--- src/rtl/atm_cliente_seq.sv ---
`default_nettype none
// ============================================================================
// Module   : atm_cliente_seq
// Purpose  : Synthesizable user-side initiator for the ATM controller. On a
//            host start it inserts the card, keys a 4-digit BCD PIN (retrying
//            on pin_incorrecto), strobes the amount and collects the
//            controller's response, then reports it with a one-cycle done.
// Ports    :
//   clk, rst                 clock (rising edge), synchronous active-high reset
//   start                    host request, sampled only in IDLE
//   pin_in[15:0]             four BCD digits, [15:12] keyed first
//   tipo_in                  0 = deposit, 1 = withdrawal
//   monto_in[31:0]           transaction amount
//   tarjeta_recibida         card present (level)
//   tipo_trans               latched transaction type
//   add_digit                PIN entry window of the current attempt
//   digito_stb, digito[3:0]  one-cycle digit strobe and its value
//   monto_stb, monto[31:0]   one-cycle amount strobe and latched amount
//   balance_actualizado, entregar_dinero, pin_incorrecto, advertencia,
//   bloqueo, fondos_insuficientes   controller responses
//   busy                     transaction in progress
//   done                     one-cycle completion pulse
//   resultado[2:0]           0 dep OK, 1 wd OK, 2 no funds, 3 blocked, 4 timeout
//   intentos[1:0]            PIN attempts used
//   vio_advertencia          advertencia seen during this transaction (sticky)
// Revision : 1.0 - initial release
// ============================================================================
module atm_cliente_seq #(
   parameter int DIG_GAP      = 2,
   parameter int PIN_WAIT     = 4,
   parameter int TIMEOUT      = 64,
   parameter int MAX_INTENTOS = 3
) (
   input  logic        clk,
   input  logic        rst,
   input  logic        start,
   input  logic [15:0] pin_in,
   input  logic        tipo_in,
   input  logic [31:0] monto_in,
   output logic        tarjeta_recibida,
   output logic        tipo_trans,
   output logic        add_digit,
   output logic        digito_stb,
   output logic [3:0]  digito,
   output logic        monto_stb,
   output logic [31:0] monto,
   input  logic        balance_actualizado,
   input  logic        entregar_dinero,
   input  logic        pin_incorrecto,
   input  logic        advertencia,
   input  logic        bloqueo,
   input  logic        fondos_insuficientes,
   output logic        busy,
   output logic        done,
   output logic [2:0]  resultado,
   output logic [1:0]  intentos,
   output logic        vio_advertencia
);

   typedef enum logic [2:0] {
      ST_IDLE     = 3'd0,
      ST_CARD     = 3'd1,
      ST_PIN      = 3'd2,
      ST_WAIT_PIN = 3'd3,
      ST_MONTO    = 3'd4,
      ST_WAIT_RES = 3'd5,
      ST_DONE     = 3'd6
   } state_t;

   // One shared counter serves the digit gap, the PIN acceptance window and
   // the response timeout; size it for the largest of them.
   localparam int CNT_W = $clog2(TIMEOUT + PIN_WAIT + DIG_GAP + 2);

   localparam logic [CNT_W-1:0] c_dig_gap  = CNT_W'(DIG_GAP);
   localparam logic [CNT_W-1:0] c_pin_last = CNT_W'(PIN_WAIT - 1);
   localparam logic [CNT_W-1:0] c_timeout  = CNT_W'(TIMEOUT);
   localparam logic [1:0]       c_max_int  = 2'(MAX_INTENTOS);

   localparam logic [2:0] c_res_dep_ok   = 3'd0;
   localparam logic [2:0] c_res_wd_ok    = 3'd1;
   localparam logic [2:0] c_res_no_funds = 3'd2;
   localparam logic [2:0] c_res_blocked  = 3'd3;
   localparam logic [2:0] c_res_timeout  = 3'd4;

   state_t            state_q, state_d;
   logic [CNT_W-1:0]  cnt_q, cnt_d;
   logic [1:0]        idx_q, idx_d;
   logic [15:0]       pin_q, pin_d;
   logic              tarjeta_q, tarjeta_d;
   logic              tipo_q, tipo_d;
   logic              add_digit_q, add_digit_d;
   logic              digito_stb_q, digito_stb_d;
   logic [3:0]        digito_q, digito_d;
   logic              monto_stb_q, monto_stb_d;
   logic [31:0]       monto_q, monto_d;
   logic              busy_q, busy_d;
   logic              done_q, done_d;
   logic [2:0]        resultado_q, resultado_d;
   logic [1:0]        intentos_q, intentos_d;
   logic              vio_q, vio_d;

   logic [CNT_W-1:0]  w_cnt_inc;
   logic [3:0]        w_next_digit;
   logic              w_pin_start;
   logic              w_finish;
   logic [2:0]        w_res;

   assign w_cnt_inc = cnt_q + 1'b1;

   // Digit following the one at idx_q; index 3 never reaches here.
   always_comb begin
      w_next_digit = pin_q[3:0];
      case (idx_q)
         2'd0:    w_next_digit = pin_q[11:8];
         2'd1:    w_next_digit = pin_q[7:4];
         default: w_next_digit = pin_q[3:0];
      endcase
   end

   always_comb begin
      state_d      = state_q;
      cnt_d        = cnt_q;
      idx_d        = idx_q;
      pin_d        = pin_q;
      tarjeta_d    = tarjeta_q;
      tipo_d       = tipo_q;
      add_digit_d  = add_digit_q;
      digito_stb_d = 1'b0;
      digito_d     = 4'd0;
      monto_stb_d  = 1'b0;
      monto_d      = monto_q;
      busy_d       = busy_q;
      done_d       = 1'b0;
      resultado_d  = resultado_q;
      intentos_d   = intentos_q;
      vio_d        = vio_q | ((state_q != ST_IDLE) & advertencia);
      w_pin_start  = 1'b0;
      w_finish     = 1'b0;
      w_res        = resultado_q;

      case (state_q)
         ST_IDLE: begin
            if (start) begin
               state_d     = ST_CARD;
               pin_d       = pin_in;
               tipo_d      = tipo_in;
               monto_d     = monto_in;
               tarjeta_d   = 1'b1;
               busy_d      = 1'b1;
               intentos_d  = 2'd0;
               resultado_d = 3'd0;
               vio_d       = 1'b0;
               cnt_d       = '0;
            end
         end

         ST_CARD: w_pin_start = 1'b1;

         ST_PIN: begin
            // cnt_q is 0 on a strobe cycle and k on the k-th gap cycle, so
            // the next strobe is due once cnt_q has reached DIG_GAP.
            if (digito_stb_q && (idx_q == 2'd3)) begin
               state_d     = ST_WAIT_PIN;
               add_digit_d = 1'b0;
               cnt_d       = '0;
            end else if (cnt_q == c_dig_gap) begin
               digito_stb_d = 1'b1;
               digito_d     = w_next_digit;
               idx_d        = idx_q + 2'd1;
               cnt_d        = '0;
            end else begin
               cnt_d = w_cnt_inc;
            end
         end

         ST_WAIT_PIN: begin
            if (bloqueo) begin
               w_finish = 1'b1;
               w_res    = c_res_blocked;
            end else if (pin_incorrecto) begin
               if (intentos_q < c_max_int) begin
                  w_pin_start = 1'b1;
               end else begin
                  w_finish = 1'b1;
                  w_res    = c_res_blocked;
               end
            end else if (cnt_q == c_pin_last) begin
               state_d     = ST_MONTO;
               monto_stb_d = 1'b1;
               cnt_d       = '0;
            end else begin
               cnt_d = w_cnt_inc;
            end
         end

         ST_MONTO: begin
            // Counter is 0 on the strobe cycle, so it equals cycles elapsed
            // since monto_stb while waiting for the result.
            state_d = ST_WAIT_RES;
            cnt_d   = w_cnt_inc;
         end

         ST_WAIT_RES: begin
            if (bloqueo) begin
               w_finish = 1'b1;
               w_res    = c_res_blocked;
            end else if (!tipo_q && balance_actualizado) begin
               w_finish = 1'b1;
               w_res    = c_res_dep_ok;
            end else if (tipo_q && fondos_insuficientes) begin
               w_finish = 1'b1;
               w_res    = c_res_no_funds;
            end else if (tipo_q && entregar_dinero) begin
               w_finish = 1'b1;
               w_res    = c_res_wd_ok;
            end else if (w_cnt_inc == c_timeout) begin
               // done lands exactly TIMEOUT cycles after monto_stb
               w_finish = 1'b1;
               w_res    = c_res_timeout;
            end else begin
               cnt_d = w_cnt_inc;
            end
         end

         ST_DONE: begin
            state_d   = ST_IDLE;
            tarjeta_d = 1'b0;
            tipo_d    = 1'b0;
            busy_d    = 1'b0;
            monto_d   = 32'd0;
            cnt_d     = '0;
         end

         default: state_d = ST_IDLE;
      endcase

      // Every attempt restarts from the first digit with the latched PIN.
      if (w_pin_start) begin
         state_d      = ST_PIN;
         add_digit_d  = 1'b1;
         digito_stb_d = 1'b1;
         digito_d     = pin_q[15:12];
         idx_d        = 2'd0;
         cnt_d        = '0;
         intentos_d   = intentos_q + 2'd1;
      end

      if (w_finish) begin
         state_d     = ST_DONE;
         done_d      = 1'b1;
         resultado_d = w_res;
      end
   end

   always_ff @(posedge clk) begin
      if (rst) begin
         state_q      <= ST_IDLE;
         cnt_q        <= '0;
         idx_q        <= 2'd0;
         pin_q        <= 16'd0;
         tarjeta_q    <= 1'b0;
         tipo_q       <= 1'b0;
         add_digit_q  <= 1'b0;
         digito_stb_q <= 1'b0;
         digito_q     <= 4'd0;
         monto_stb_q  <= 1'b0;
         monto_q      <= 32'd0;
         busy_q       <= 1'b0;
         done_q       <= 1'b0;
         resultado_q  <= 3'd0;
         intentos_q   <= 2'd0;
         vio_q        <= 1'b0;
      end else begin
         state_q      <= state_d;
         cnt_q        <= cnt_d;
         idx_q        <= idx_d;
         pin_q        <= pin_d;
         tarjeta_q    <= tarjeta_d;
         tipo_q       <= tipo_d;
         add_digit_q  <= add_digit_d;
         digito_stb_q <= digito_stb_d;
         digito_q     <= digito_d;
         monto_stb_q  <= monto_stb_d;
         monto_q      <= monto_d;
         busy_q       <= busy_d;
         done_q       <= done_d;
         resultado_q  <= resultado_d;
         intentos_q   <= intentos_d;
         vio_q        <= vio_d;
      end
   end

   assign tarjeta_recibida = tarjeta_q;
   assign tipo_trans       = tipo_q;
   assign add_digit        = add_digit_q;
   assign digito_stb       = digito_stb_q;
   assign digito           = digito_q;
   assign monto_stb        = monto_stb_q;
   assign monto            = monto_q;
   assign busy             = busy_q;
   assign done             = done_q;
   assign resultado        = resultado_q;
   assign intentos         = intentos_q;
   assign vio_advertencia  = vio_q;

endmodule
`default_nettype wire

--- config.mk ---
export PLATFORM = sky130hd
export DESIGN_NAME = atm_cliente_seq
export DESIGN_NICKNAME = d
export VERILOG_FILES = /design/src/rtl/atm_cliente_seq.sv
export SDC_FILE = /design/constraint.sdc
export NUM_CORES = 1
export LEC_CHECK = 0
export BUFFER_PORTS_ARGS = -buffer_cell sky130_fd_sc_hd__buf_4
export CAP_MARGIN = 20
export CORE_ASPECT_RATIO = 1.25
export CORE_MARGIN = 1
export CORE_UTILIZATION = 54
export DETAILED_ROUTE_END_ITERATION = 8
export GPL_TIMING_DRIVEN = 1
export PLACE_DENSITY = 0.95
export SLEW_MARGIN = 10
export SYNTH_ARGS = -nofsm -noshare
export SYNTH_HDL_FRONTEND = slang
export SYNTH_SLANG_ARGS = --single-unit
--- constraint.sdc ---
create_clock -name clk -period 4.5 [get_ports clk]
set_input_delay 0.225 -clock clk [delete_from_list [all_inputs] [get_ports clk]]
set_output_delay 0.225 -clock clk [all_outputs]
set_load 0.05 [all_outputs]
Yosys cells after proc, flatten, opt, wreduce, memory -nomap -nowiden:

Cells that the tools add are included.

* add/sub/neg operators: 3
* magnitude comparators: 1
* eq/ne operators: 31
* muxes and demuxes: 70
* bitwise logic cells: 5
* reductions and logical operators: 29

Operators with widths (number)
* two-way mux 7 bit: 11
* one-hot mux 32 bit (2 select lines): 1
* two-way mux 3 bit: 18
* one-hot mux 7 bit (6 select lines): 1
* two-way mux 32 bit: 1
* inequality test 4 bit, second input constant: 7
* two-way mux 1 bit: 24
* inequality test 2 bit, second input constant: 10
* AND reduction 6 bit: 3
* two-way mux 4 bit: 4
* one-hot mux 3 bit (5 select lines): 1
* == test 7 x 2 -> 1 bit, second input constant: 2
* nonzero test 2 bit: 7
* == test 3 bit, second input constant: 3
* AND reduction 9 bit: 1
* one-hot mux 1 bit (2 select lines): 4
* one-hot mux 4 bit (2 select lines): 1
* AND reduction 2 bit: 4
* adder 7 x 1 -> 7 bit, second input constant: 1
* == test 7 bit, second input constant: 1
* inequality test 7 bit, second input constant: 1
* == test 3 x 2 -> 1 bit, second input constant: 2
* two-way mux 2 bit: 3
* inequality test 3 x 1 -> 1 bit, second input constant: 2
* 19 further kinds: 26

* bits in registers: 76
* input bits: 58
* logic and storage cells: 155

Depth between registers and ports, before layout:

* word-level depth: 10
* mapped depth: 8
* gate-level depth less buffers: 7

Worst setup path before layout:

OpenSTA, ideal clock, no wires.

* kind: reg-to-reg
* start point: reg intentos_q[0], in the netlist intentos[0]
* end point: reg cnt_q[3]
* setup time: 117 ps
* arrival: 2115 ps
* data required time: 4383 ps
* setup slack: 2267 ps
* stages on the path, launching flop included: 6
* clock period less this slack: 2233 ps
* path through: dfxtp_1 > ha_1 > or3b_2 > a211oi_2 > nor2_1 > a32o_1

* word-level cells in the longest chain between the ends: 6

Ends and longest elaborated chain
* start: declaration: line 99 `logic [1:0] intentos_q, intentos_d;`
* start signal: assignment: line 288 `intentos_q <= intentos_d;`
* less-than comparator 2 bit: line 181 `if (intentos_q < c_max_int) begin`
* two-way mux 1 bit: line 181
* two-way mux 1 bit: line 180 `end else if (pin_incorrecto) begin`
* two-way mux 1 bit: line 177 `if (bloqueo) begin`
* one-hot mux 1 bit (2 select lines): line 141 `case (state_q)`
* OR reduction 2 bit (no line)
* end signal: assignment: line 275 `cnt_q <= cnt_d;`
* end: declaration: line 86 `logic [CNT_W-1:0] cnt_q, cnt_d;`

Every way passes these cells.
A chain may end at the register's enable or synchronous reset.

Final worst setup path:

* start point: reg state_q[1]
* end point: reg state_q[0]

* word-level cells in the longest chain between the ends: 4
* elaborated cells between the ends (all ways): 18
* those cells by class: 10 x eq/ne; 3 x mux; 1 x bitwise; 4 x reduce/logical

Ends and longest elaborated chain
* start: declaration: line 85 `state_t state_q, state_d;`
* start signal: assignment: line 274 `state_q <= state_d;`
* == test 3 bit or == test 3 x 1 -> 1 bit (tied branches): line 141
* OR reduction 2 bit (no line)
* inverter 1 bit (no line)
* AND reduction 6 bit (no line)

Several ways; a longest one is shown, not always the timed one.

==> impl_metrics.ini <==
[final_layout]
diodes = 0
layout-drive-gt1-share = 0.300
fin_area_mm2 = 0.00436
layout.nets = 536
syn_to_final_growth_pct = 30.4

[status]
status = complete, no violations

[sta]
fin_crit_sh = 0.522
worstMarginPinSlew_ns = 0.685
hold_viol_final = 0
rsz0062_at_grt = false
fmax_ghz = 0.426
finClkSkew_ns = 0.0103
period_minus_slack_ns = 2.35
finalSetupTns_ns = 0
maxSlewViolCount = 0
setup_viol = 0
slew_headroom = 0.542

[grt]
grt.total_usage = 0.284
grt_pass1_wl_um = 14600
grt_max_degree = 68
grt_pass1_vias = 3185
grt_overflow = 0
antenna_found_initial = 0

[clocking]
ctsHtreeMaxLevel = 3
path_clk_slew_ns = 0.08
post_cts_buffers = 0
insertion_delay_ns = 0.35
post_cts_resized = 0
ctsHoldBuffers = 0
tritoncts_num_sinks = 76
cts_buffers = 9
clock-root-buffer = clkbuf_8
cts_tree = built
cts.path.max_buffers = 2

[die]
die_w_um = 72.4
die_area_mm2 = 0.00652
core_mm2 = 0.00590
start_util = 0.567
io-pin-count = 107
rows = 31
die_y_um = 90.0

[yosys]
synthTopCellsByArea = dfxtp_1 45%, a22oi_1 9.2%, nand2_1 6.1%, nor2_1 5.9%, a21oi_1 4.0%
synth.most_common_cell = dfxtp_1
ys_top_cells_by_count = 76 x dfxtp_1, 54 x nand2_1, 53 x nor2_1
ys.flop_type = dfxtp_1
yosysTopAreaCellShare = 0.455
synth_cell_types = 63
synth_edf_count = 0
yosysWarnings = 0
synthCells = 378
ys_ff_latch = 76
synth-async-reset-ratio = 0
synth_nets = 442
yosysTopAreaCell = dfxtp_1
syn-mean-instance-area_um2 = 8.85
syn_area_mm2 = 0.00335
ys_seq_area_frac = 0.455

[pwr]
p_comb_frac = 0.435
clock_power_share = 0.211
power_density_mw_per_mm2 = 612
p_sw_uw = 1160
p_leak_uw = 0.00181
vdd_drop_max_uv = 558
seqPwrFrac = 0.354
netSwitchingFraction = 0.435
internal_power_uw = 1510

[place]
placed_area_mm2 = 0.00415
io_buffers = 106
dp_hpwl_um = 6420
place.gp.congestion = 0.945

[setup_path]
worstPathArrival_ns = 2.56
startpoint_type = flip-flop
required_ns = 4.71
path_class = flip-flop to flip-flop
critPathMaxFanout = 18
setup.worst_path.end_class = flip-flop

[detailed_routing]
dr_total_vias = 3251
post_drt_wl_per_cell_um = 16.1
wl_um = 9000
drc = 0
antenna_left = 0
drtPass1Iterations = 6
routed_via_density = 5.82
drtIter0Drc = 345

[min_path]
hold_path_class = primary input to flip-flop

[flow_run]
drv_cap = 0
critical path, cell delays in order (launching register included):
cell	delay [ns]
dfxtp_1	0.68
nor2b_1	0.19
o2bb2ai_1	0.22
a2bb2oi_1	0.50
nand2_1	0.17
a2111oi_0	0.44
flip-flops by register name, indices dropped and copies added (netlist names):
| register | count |
|---|---|
| add_digit | 1 |
| busy | 1 |
| cnt_q | 7 |
| digito | 4 |
| digito_stb | 1 |
| done | 1 |
| idx_q | 2 |
| intentos | 2 |
| monto | 32 |
| monto_stb | 1 |
| pin_q | 16 |
| resultado | 3 |
| state_q | 3 |
| tipo_trans | 1 |
| vio_advertencia | 1 |
cell type report:
type	count	area, µm²
inverters	7	26.3
clock buffers	10	128
flip-flops and latches	76	1520
well taps	82	103
fillers	428	1530
clock inverters	6	88.8
repair buffers	108	811
multi-input cells	270	1690
per-stage QoR:
| stage | hold slack [ns] | total power [µW] | setup WS (ns) | cells | util |
|---|---|---|---|---|---|
| 3_3_place_gp | 0.443 | 2070 | 2.30 | 543 | 0.703 |
| 2_1_floorplan | 0.304 | 1790 | 2.27 | 378 | - |
| 4_1_cts | 0.101 | 2670 | 2.19 | 559 | 0.740 |
| 3_5_place_dp | 0.447 | 2110 | 2.22 | 543 | 0.703 |
| 5_1_grt | 0.106 | 2800 | 1.99 | 559 | 0.740 |
| 6_report | 0.104 | 2670 | 2.15 | 559 | 0.740 |
final timing paths:
path | from | end | slack, ns | cells past startpoint
worst max register to register | state_q[1] | state_q[0] | 2.15 | 5
worst min-delay path | tipo_in | tipo_trans | 0.10 | 3
worst max-delay path | state_q[1] | state_q[0] | 2.15 | 5
worst min register to register | pin_q[14] | pin_q[14] | 0.46 | 2
kinds of logic (layout without fill, tap and decap cells):
group	Yosys count	in the layout	share of synthesized area
adders and majority gates	6	6	0.0224
AOI/OAI and AO/OA	113	113	0.259
xor gates and xnor gates	2	2	0.00524
buffers and inverters	32	131	0.0426
muxes	1	1	0.00299
DFF	76	76	0.455
and+or+nand+nor	148	148	0.213
power groups by stage:
stage | clock, µW | sequential (µW) | combinational, µW
floorplan | 0 | 1190 | 601
global placement | 0 | 943 | 1120
detailed placement | 0 | 954 | 1150
CTS | 566 | 941 | 1160
global route | 593 | 962 | 1240
finish | 564 | 946 | 1160
cell usage in the layout (no fill, tap or decap), types with 4 or more instances in the layout:
| cell type | Yosys | routed |
|---|---|---|
| nor2b_1 | 4 | 4 |
| clkbuf_8 | 0 | 9 |
| nand3_1 | 5 | 5 |
| a21oi_1 | 27 | 27 |
| nor2_1 | 53 | 53 |
| nand2_1 | 54 | 54 |
| dfxtp_1 | 76 | 76 |
| o211ai_1 | 4 | 4 |
| nand2b_1 | 4 | 4 |
| buf_4 | 2 | 108 |
| inv_1 | 7 | 7 |
| o21ai_0 | 4 | 4 |
| ha_1 | 6 | 6 |
| a22oi_1 | 41 | 41 |
layer usage:
layer / wire [µm] / vias to the layer above / GRT usage / share of wire
li1: - / 1551 / - / -
met1: 3440 / 1521 / 0.322 / 0.38
met5: 0 / - / 0 / 0
met4: 272 / 0 / 0.121 / 0.030
met3: 583 / 31 / 0.0673 / 0.065
met2: 4710 / 148 / 0.497 / 0.52
No activity file was read; power rests on OpenSTA's default activity.
